[src/rtl/input_conditioner_pkg.sv]
`default_nettype none
// ============================================================================
// Module      : input_conditioner_pkg
// Description : Shared constants and helper functions for the input conditioner.
// Revision    : 1.0
// ============================================================================
package input_conditioner_pkg;

    // Ceiling log2; clog2(1) returns 0.
    function automatic int clog2(input int value);
        int result;
        int remaining;
        result    = 0;
        remaining = value - 1;
        while (remaining > 0) begin
            result++;
            remaining = remaining >> 1;
        end
        return result;
    endfunction

endpackage
`default_nettype wire

[src/rtl/input_conditioner_channel.sv]
`default_nettype none
// ============================================================================
// Module      : input_channel
// Description : One-bit synchroniser, debouncer, edge pulses and sticky request.
// Revision    : 1.0
// ============================================================================
module input_channel
    import input_conditioner_pkg::*;
#(
    parameter int NSYNC           = 2,
    parameter int DEBOUNCE_CYCLES = 8,
    parameter int CNT_W           = clog2(DEBOUNCE_CYCLES) + 1
) (
    input  logic clock,
    input  logic reset_n,
    input  logic in,
    input  logic req_clear,
    output logic level,
    output logic rise,
    output logic fall,
    output logic req_pending
);

    localparam logic [CNT_W-1:0] c_cnt_last = CNT_W'(DEBOUNCE_CYCLES - 1);

    logic [NSYNC-1:0] r_sync;
    logic [CNT_W-1:0] r_cnt;
    logic             w_s;
    logic             w_accept;
    logic             w_set;

    assign w_s      = r_sync[NSYNC-1];
    assign w_accept = (w_s != level) && (r_cnt == c_cnt_last);
    assign w_set    = w_accept && w_s;

    always_ff @(posedge clock or negedge reset_n) begin
        if (!reset_n) begin
            r_sync <= '0;
        end else begin
            r_sync <= {r_sync[NSYNC-2:0], in};
        end
    end

    // Any return of the synchronised input to the accepted level restarts the count.
    always_ff @(posedge clock or negedge reset_n) begin
        if (!reset_n) begin
            r_cnt <= '0;
            level <= 1'b0;
            rise  <= 1'b0;
            fall  <= 1'b0;
        end else begin
            rise <= 1'b0;
            fall <= 1'b0;
            if (w_s == level) begin
                r_cnt <= '0;
            end else if (w_accept) begin
                r_cnt <= '0;
                level <= w_s;
                rise  <= w_s;
                fall  <= ~w_s;
            end else begin
                r_cnt <= r_cnt + 1'b1;
            end
        end
    end

    // A new rise takes priority over a coincident clear so no request is lost.
    always_ff @(posedge clock or negedge reset_n) begin
        if (!reset_n) begin
            req_pending <= 1'b0;
        end else if (w_set) begin
            req_pending <= 1'b1;
        end else if (req_clear) begin
            req_pending <= 1'b0;
        end
    end

endmodule
`default_nettype wire

[src/rtl/input_conditioner.sv]
`default_nettype none
// ============================================================================
// Module      : input_conditioner
// Description : NCH independent conditioned inputs for the traffic controller.
// Revision    : 1.0
// ============================================================================
module input_conditioner
    import input_conditioner_pkg::*;
#(
    parameter int NCH             = 4,
    parameter int NSYNC           = 2,
    parameter int DEBOUNCE_CYCLES = 8
) (
    input  logic           clock,
    input  logic           reset_n,
    input  logic [NCH-1:0] in,
    input  logic [NCH-1:0] req_clear,
    output logic [NCH-1:0] level,
    output logic [NCH-1:0] rise,
    output logic [NCH-1:0] fall,
    output logic [NCH-1:0] req_pending
);

    localparam int CNT_W = clog2(DEBOUNCE_CYCLES) + 1;

    for (genvar ch = 0; ch < NCH; ch++) begin : g_ch
        input_channel #(
            .NSYNC           (NSYNC),
            .DEBOUNCE_CYCLES (DEBOUNCE_CYCLES),
            .CNT_W           (CNT_W)
        ) u_channel (
            .clock       (clock),
            .reset_n     (reset_n),
            .in          (in[ch]),
            .req_clear   (req_clear[ch]),
            .level       (level[ch]),
            .rise        (rise[ch]),
            .fall        (fall[ch]),
            .req_pending (req_pending[ch])
        );
    end

endmodule
`default_nettype wire
[config.mk]
export PLATFORM = sky130hd
export DESIGN_NAME = input_conditioner
export DESIGN_NICKNAME = d
export VERILOG_FILES = /design/src/rtl/input_conditioner_pkg.sv /design/src/rtl/input_conditioner_channel.sv /design/src/rtl/input_conditioner.sv
export SDC_FILE = /design/constraint.sdc
export NUM_CORES = 1
export LEC_CHECK = 0
export BUFFER_PORTS_ARGS = -buffer_cell sky130_fd_sc_hd__buf_2
export CAP_MARGIN = 20
export CORE_UTILIZATION = 55
export DETAILED_ROUTE_END_ITERATION = 10
export GPL_ROUTABILITY_DRIVEN = 0
export GPL_TIMING_DRIVEN = 0
export PLACE_DENSITY_LB_ADDON = 0.1
export SLEW_MARGIN = 20
export SYNTH_ARGS = -nofsm -noshare
export SYNTH_HDL_FRONTEND = slang
export SYNTH_SLANG_ARGS = --single-unit
[constraint.sdc]
create_clock -name clock -period 1.3 [get_ports clock]
set_input_delay 0.26 -clock clock [delete_from_list [all_inputs] [get_ports clock]]
set_output_delay 0.26 -clock clock [all_outputs]
set_load 0.01 [all_outputs]
### Yosys cells after proc, flatten, opt, wreduce, memory -nomap -nowiden

Cells that the tools add are included.

* register bits: 40
* latch bits: 0
* RAM bits: 0
* bits in read-only memories: 0
* bits of input ports: 10
* output and inout bits: 16
* logic and storage cells: 96
* memories: 0

* $add $sub $neg: 4
* multipliers: 0
* divide/modulo/power cells: 0
* magnitude comparators: 0
* eq/ne operators: 12
* shift operators: 0
* mux-type cells: 32
* bitwise logic cells: 8
* reduce and logical (&&, ||, !) cells: 16

Operators with widths (number)
* 4-bit 2-to-1 mux: 8
* 1-bit 2-to-1 mux: 24
* 4-bit by 1-bit adder with 4-bit output, second input constant: 4
* 4-bit by 3-bit == test with 1-bit output, second input constant: 4
* 1-bit logical AND: 8
* 1-bit inverter: 8
* 2-bit AND reduction: 4
* 2-bit nonzero test: 4
* 1-bit == test: 4
* 1-bit != test: 4

### Logic depth before layout (Yosys ltp)

Gate-level depths: netlist of the first run.

* depth after elaboration: 4
* mapped depth: 4

### Modules after synthesis

A second synthesis of the first run with hierarchy kept.

* cell total of the unflattened synthesis: 108
* area total of the unflattened synthesis: 1536.5 um^2

By module, submodules not included
* input_channel: times used 4, cells each 27, area each 384.1 um^2

### Least setup slack after synthesis of the first run

No wires, ideal clock.

* kind: register to register
* start point: reg g_ch[1].u_channel.r_cnt[0]
* end point: reg g_ch[1].u_channel.level
* setup time: 125 ps
* data arrival time: 1050 ps
* slack: 125 ps
* cell stages (with the launch flop): 4
* buffers on the path: 0
* clock period less this slack: 1175 ps
* cells stage by stage: dfrtp_1 -> ha_1 -> nand3b_4 -> mux2_2

* cells in the longest elaborated chain, start to end: 3

Ends and longest elaborated chain
* from (decl): RTL line input_conditioner_channel.sv:27 `logic [CNT_W-1:0] r_cnt;`
* from (signal assigned): RTL line input_conditioner_channel.sv:62 `r_cnt <= r_cnt + 1'b1;`
* 4-bit by 3-bit == test with 1-bit output: RTL line input_conditioner_channel.sv:33 `assign w_accept = (w_s != level) && (r_cnt == c_cnt_last);`
* 1-bit logical AND: RTL line input_conditioner_channel.sv:33
* 2-bit AND reduction (no line)
* to (signal assigned): RTL line input_conditioner_channel.sv:58 `level <= w_s;`
* to (decl): RTL line input_conditioner_channel.sv:18 `output logic level,`

No other way between the ends.
A chain may end at the register's enable or synchronous reset.

### Worst setup path in the final report of the first run

* start point: reg g_ch[0].u_channel.level
* end point: out level[0]

RTL lines
* from (decl): RTL line input_conditioner_channel.sv:18
* from (signal assigned): RTL line input_conditioner_channel.sv:58
* to (decl): RTL line input_conditioner.sv:18 `output logic [NCH-1:0] level,`

No word-level cell between the ends.

==> flow_summary.yaml, run 1 <==
synth:
  avgSynthCellArea_um2: 13.8
  yosysTopAreaCell: "dfrtp_1"
  synth_fa_ha_area_frac: 0.0303
  syn_area_um2: 1650
  ys_types: 14
  ys_warn_count: 0
  postSynthCellCount: 120
  synth_top_area_frac: 0.606
  synth_top_family_by_area: "simple AND/OR/NAND/NOR gates"
  synth_mux_area_frac: 0.0515
  synth-simple-area-share: 0.170
  synthTopCellsByArea: "dfrtp_1 61%, buf_4 7.3%, nand3b_4 4.8%, xnor2_1 4.2%, nor3b_1 3.6%"
  synth_seq_area_share: 0.606
  synthXorXnorAreaFrac: 0.0424
  synth_compound_gate_area_share: 0.0182
  syn-num-nets: 134
  synth-seq-cells: 40
setup_path:
  crit_path_max_incr_delay_ns: 0.40
  r2r_start: "g_ch[3].u_channel.r_cnt[0]"
  rr_worst_depth: 3
  endpoint_kind: "primary output"
  worstPathArrival_ns: 0.99
  crit_slowest_cell: "dfrtp_1"
  critPathLaunchType: "register"
  cp_num_buf_inv: 2
  crit_chain: "buf_4 > buf_2"
  timing.rr.end: "g_ch[3].u_channel.level"
  r2r_slack_ns: 0.06
  crit_start: "g_ch[0].u_channel.level"
  crit_fanout: 2
  cp.required_ns: 1.04
  crit_type: "register to primary output"
  path_delay_family: "flip-flops"
global_route:
  grt_pass1_vias: 897
  grt_remaining_overflow: 0
  grt_pass1_wl_um: 3800
  grt_max_degree: 41
  grt_use_total: 0.161
  antenna_found_initial: 0
timing:
  finalSetupTns_ns: 0
  clock_skew_ns: 0.00679
  worstMarginPinSlew_ns: 0.832
  slew_headroom: 0.445
  final-setup-viol-count: 0
  fmax_mhz: 802
  slew_violations: 0
  fin_crit_ns: 1.25
  hold_viol_final: 0
  finalCritPeriodShare: 0.960
  setup_ws_ns: 0.0523
  rsz0062_at_grt: "false"
routing:
  dr.pass1.iters: 6
  vias: 935
  totalWireLength_um: 2200
  first_iter_violations: 35
  antenna_left: 0
  route.detailed.drc: 4
  viasPerCell: 4.87
  wire_per_inst_um: 11.5
outcome:
  status: "finished with violations"
  violations: "DRC"
die:
  core_area_um2: 2810
  rows: 19
  fp.dieW_um: 56.8
  chipHeight_um: 56.8
  start_util: 0.589
  io_pins: 26
  dieArea_um2: 3230
cells_and_area:
  fin_area_um2: 1960
  final_core_util: 0.700
  synthToLayoutAreaGrowth_pct: 18.9
  nets: 174
  drive_gt1_frac: 0.410
  n_antenna_cell: 0
placed_design:
  dp_hpwl_um: 1500
  place_area_um2: 1820
  numPortBuffers: 25
  placement.setup.worst_slack_ns: 0.0635
clocking:
  h-tree-depth: 2
  tritoncts.num_buffers: 5
  clk_pin_slew_ns: 0.11
  insertion_delay_ns: 0.33
  cts_tree: "yes"
  clockBufferDepth: 2
  cts_root_buffer: "clkbuf_4"
  clkSinkCount: 40
power:
  p_leak_nw: 1.18
  p_per_area_nw_per_um2: 1590
  irDropWorstVdd_uv: 1080
run:
  drv_cap: 0
hold_path:
  min_path_type: "input port to asynchronous set/reset pin"
## power by group
group | switching, mW | internal [mW]
Combinational | 0.376 | 0.489
Sequential | 0.166 | 1.46
Clock | 0.374 | 0.258
## state kept, by name, summed over array words and instances, names as in the netlist
signal,flops
g_ch.u_channel.req_pending,4
g_ch.u_channel.fall,4
g_ch.u_channel.r_cnt,16
g_ch.u_channel.level,4
g_ch.u_channel.rise,4
g_ch.u_channel.r_sync,8
## cells by family (layout without fill, tap and decap cells)
kind of cell | after synthesis | in the layout
AND/OR/NAND/NOR | 36 | 36
XOR/XNOR | 8 | 8
AO/OA/AOI/OAI | 4 | 4
buffers and inverters | 20 | 61
adder cells (fa/ha/maj) | 4 | 4
flip-flops | 40 | 40
multiplexers | 8 | 8
## cell usage after synthesis
master    count
mux2i_1       4
xnor2_1       8
nor3b_1       8
inv_1         4
dfrtp_1      40
mux2_2        4
nand3b_4      4
nand3_1       4
ha_1          4
a21o_1        4
nor2b_1       4
nor2_1       12
nor3b_2       4
buf_4        16
## how the worst max path moves through the flow
stage,cells after the start,to,slack (ns)
floorplan,3,g_ch[1].u_channel.level,0.13
global route,3,g_ch[0].u_channel.level,0.0003
detailed placement,3,g_ch[3].u_channel.level,0.06
finish,2,level[0],0.05
global placement,3,g_ch[1].u_channel.level,0.09
CTS,2,level[0],0.02
## cell type report
cell class	count	area, µm²
Tap cell	31	38.8
Inverter	4	15.0
Clock buffer	6	51.3
Buffer	16	120
Multi-Input combinational cell	60	515
Clock inverter	2	10.0
Sequential cell	40	1000
Fill cell	213	842
Timing Repair Buffer	33	211
## timing repair
item,CTS,global route
setup buffers,4,1
endpoints found under the setup margin,4,4
resized for setup,0,3
hold endpoints to repair,0,3
hold buffers,0,3
## metrics by stage
stage,hold slack (ns),power [mW],std cells
after floorplan,-0.0356,2.19,120
after global placement,0.335,2.35,176
after detailed placement,0.335,2.39,176
after CTS,0.000618,3.12,188
after global routing,0.00770,3.34,192
final,0.0168,3.12,192
## layer usage
metal / vias to the layer above / GRT usage / part of all wire
met3: 4 / 0.0622 / 0.042
met2: 17 / 0.267 / 0.51
li1: 460 / - / -
met5: - / 0 / 0
met1: 454 / 0.183 / 0.43
met4: 0 / 0.0732 / 0.016
## layout by cell type, fill, tap and decap left out
cell           synthesis  final
ha_1                   4      4
inv_1                  4      4
xnor2_1                8      8
nor3b_2                4      4
clkbuf_4               0      5
nor3b_1                8      8
mux2_2                 4      4
dlygate4sd3_1          0      3
nand3_1                4      4
nor2_1                12     12
dfrtp_1               40     40
clkinv_2               0      2
nand3b_4               4      4
buf_6                  0      3
buf_4                 16     21
buf_2                  0     22
clkbuf_8               0      1
nor2b_1                4      4
a21o_1                 4      4
mux2i_1                4      4
(Power assumes the default switching activity.)
==> run 2, diff against run 1 <==
CORE_UTILIZATION = 54   (was 55)
SYNTH_HIERARCHICAL = 1   (was default)
==> flow_summary.yaml, run 2 <==
outcome:
  status: "completed"
timing:
  finalCritPeriodShare: 0.956
  rsz0062_at_grt: "false"
  worstMarginPinSlew_ns: 0.837
  holdWs_ns: 0.0111
  fin_crit_ns: 1.24
  setup_ws_ns: 0.0573
  slew_headroom: 0.442
  finalSetupTns_ns: 0
  slew_violations: 0
  clock_skew_ns: 0.00762
  fmax_mhz: 805
  final-setup-viol-count: 0
  hold_viol_final: 0
cells_and_area:
  regMostFlops: "g_ch.u_channel/r_cnt"
  nets: 154
  largest_reg_flops: 16
  synthToLayoutAreaGrowth_pct: 14.8
  final_common_cell: "dfrtp_1"
  drive_gt1_frac: 0.286
  fin_area_um2: 1760
  n_antenna_cell: 0
  final_cell_mix: "40 x dfrtp_1, 25 x buf_2, 12 x nor2_1, 8 x inv_1, 8 x xnor2_1"
  final_core_util: 0.681
  final_cells: 170
  largest_registers: "g_ch.u_channel/r_cnt: 16 flops, g_ch.u_channel/r_sync: 8 flops"
synth:
  syn_area_um2: 1540
  ys_types: 14
  ys.flop_type: "dfrtp_1"
  synth_seq_area_share: 0.651
  synthTopCellsByArea: "dfrtp_1 65%, nand3b_4 5.2%, xnor2_1 4.6%, ha_1 3.3%, nor3b_2 3.3%"
  synth_common_cells: "40 x dfrtp_1, 12 x nor2_1, 8 x inv_1, 8 x xnor2_1"
  synthArstFlopShare: 1.00
  synth_most_common_cell: "dfrtp_1"
  ys_warn_count: 6
  synth-seq-cells: 40
  avgSynthCellArea_um2: 14.2
  yosysTopAreaCell: "dfrtp_1"
  postSynthCellCount: 108
  syn-num-nets: 122
  synth_top_area_frac: 0.651
  synth_edf_count: 0
power:
  swShare: 0.293
  finalPower_mw: 2.92
  pwr-share-comb: 0.202
  power.switching_mw: 0.854
  p_per_area_nw_per_um2: 1660
  p_int_mw: 2.07
  irDropWorstVdd_uv: 1240
  power_frac_seq: 0.572
  p_leak_nw: 1.10
  pwr-share-clk: 0.226
clocking:
  ctsResizeCount: 0
  h-tree-depth: 2
  clkSinkCount: 40
  cts_setup_buffers: 0
  cts_tree: "yes"
  tritoncts.num_buffers: 5
  clockBufferDepth: 2
  cts_root_buffer: "clkbuf_4"
  clk_pin_slew_ns: 0.11
  insertion_delay_ns: 0.33
  postCtsHoldBufs: 0
die:
  core_area_um2: 2590
  chipHeight_um: 55.3
  start_util: 0.593
  dieArea_um2: 3060
  io_pins: 26
  fp.dieW_um: 55.3
  rows: 18
routing:
  wire_per_inst_um: 12.1
  dr.pass1.iters: 4
  antenna_left: 0
  vias: 882
  totalWireLength_um: 2060
  first_iter_violations: 13
  route.detailed.drc: 0
  viasPerCell: 5.19
setup_path:
  critPathLaunchType: "register"
  endpoint_kind: "register"
  crit_chain: "ha_1 > nand3b_4 > mux2_1"
  crit_fanout: 4
  crit_path_max_incr_delay_ns: 0.41
  cp.required_ns: 1.52
  crit_type: "register to register"
  crit_slowest_cell: "dfrtp_1"
  worstPathArrival_ns: 1.46
run:
  drv_cap: 0
hold_path:
  min_path_type: "input port to asynchronous set/reset pin"
global_route:
  grt_remaining_overflow: 0
  grt_pass1_vias: 881
  grt_max_degree: 41
  grt_use_total: 0.167
  grt_pass1_wl_um: 3800
  antenna_found_initial: 0
placed_design:
  numPortBuffers: 25
  dp_hpwl_um: 1490
  place_inst: 163
  place_area_um2: 1700
  placement.setup.worst_slack_ns: 0.0701
run 2: cell type report:
cell class                 instances  area, µm²
multi-input combinational         60        505
fill                             189        826
tap                               30       37.5
inverter                           8       30.0
timing repair buffer              25        125
clock buffer                       7       65.1
sequential                        40       1000
run 2: cells by family after synthesis:
group | after synthesis | share of synthesized area
AND/OR/NAND/NOR | 36 | 0.176
flip-flops | 40 | 0.651
AO/OA/AOI/OAI | 4 | 0.0195
adder cells (fa/ha/maj) | 4 | 0.0326
XOR/XNOR | 8 | 0.0456
buffers and inverters | 8 | 0.0195
multiplexers | 8 | 0.0554
run 2: final timing paths:
check | startpoint | end | slack (ns) | cells past startpoint
worst max-delay path | g_ch[2].u_channel/r_cnt[0] | g_ch[2].u_channel/level | 0.06 | 3
worst min-delay path | reset_n | g_ch[3].u_channel/r_cnt[2] | 0.01 | 1
worst max register to register | g_ch[2].u_channel/r_cnt[0] | g_ch[2].u_channel/level | 0.06 | 3
worst min register to register | g_ch[0].u_channel/r_sync[0] | g_ch[0].u_channel/r_sync[1] | 0.36 | 0
max in group asynchronous | reset_n | g_ch[1].u_channel/fall | 0.75 | 1
min in group clock | in[0] | g_ch[0].u_channel/r_sync[0] | 0.03 | 1
run 2: worst max-delay path: cells and delay by family (launching register included):
| family | cells | cell delay (ns) |
|---|---|---|
| adder cells (fa/ha/maj) | 1 | 0.28 |
| flip-flops | 1 | 0.41 |
| multiplexers | 1 | 0.32 |
| AND/OR/NAND/NOR | 1 | 0.13 |
run 2: power groups by stage:
| stage | registers, mW | clock network, mW | logic, mW |
|---|---|---|---|
| 6_report | 1.67 | 0.660 | 0.589 |
| 5_1_grt | 1.71 | 0.736 | 0.682 |
| 4_1_cts | 1.68 | 0.697 | 0.608 |
| 3_5_place_dp | 1.70 | 0 | 0.599 |
| 3_3_place_gp | 1.69 | 0 | 0.571 |
| 2_1_floorplan | 1.69 | 0 | 0.401 |
run 2: per-layer routing:
metal | vias to the layer above | global-route usage | part of all wire
met3 | 5 | 0.0515 | 0.039
met1 | 434 | 0.190 | 0.42
met5 | - | 0 | 0
met4 | 0 | 0.118 | 0.031
li1 | 425 | - | -
met2 | 18 | 0.267 | 0.51
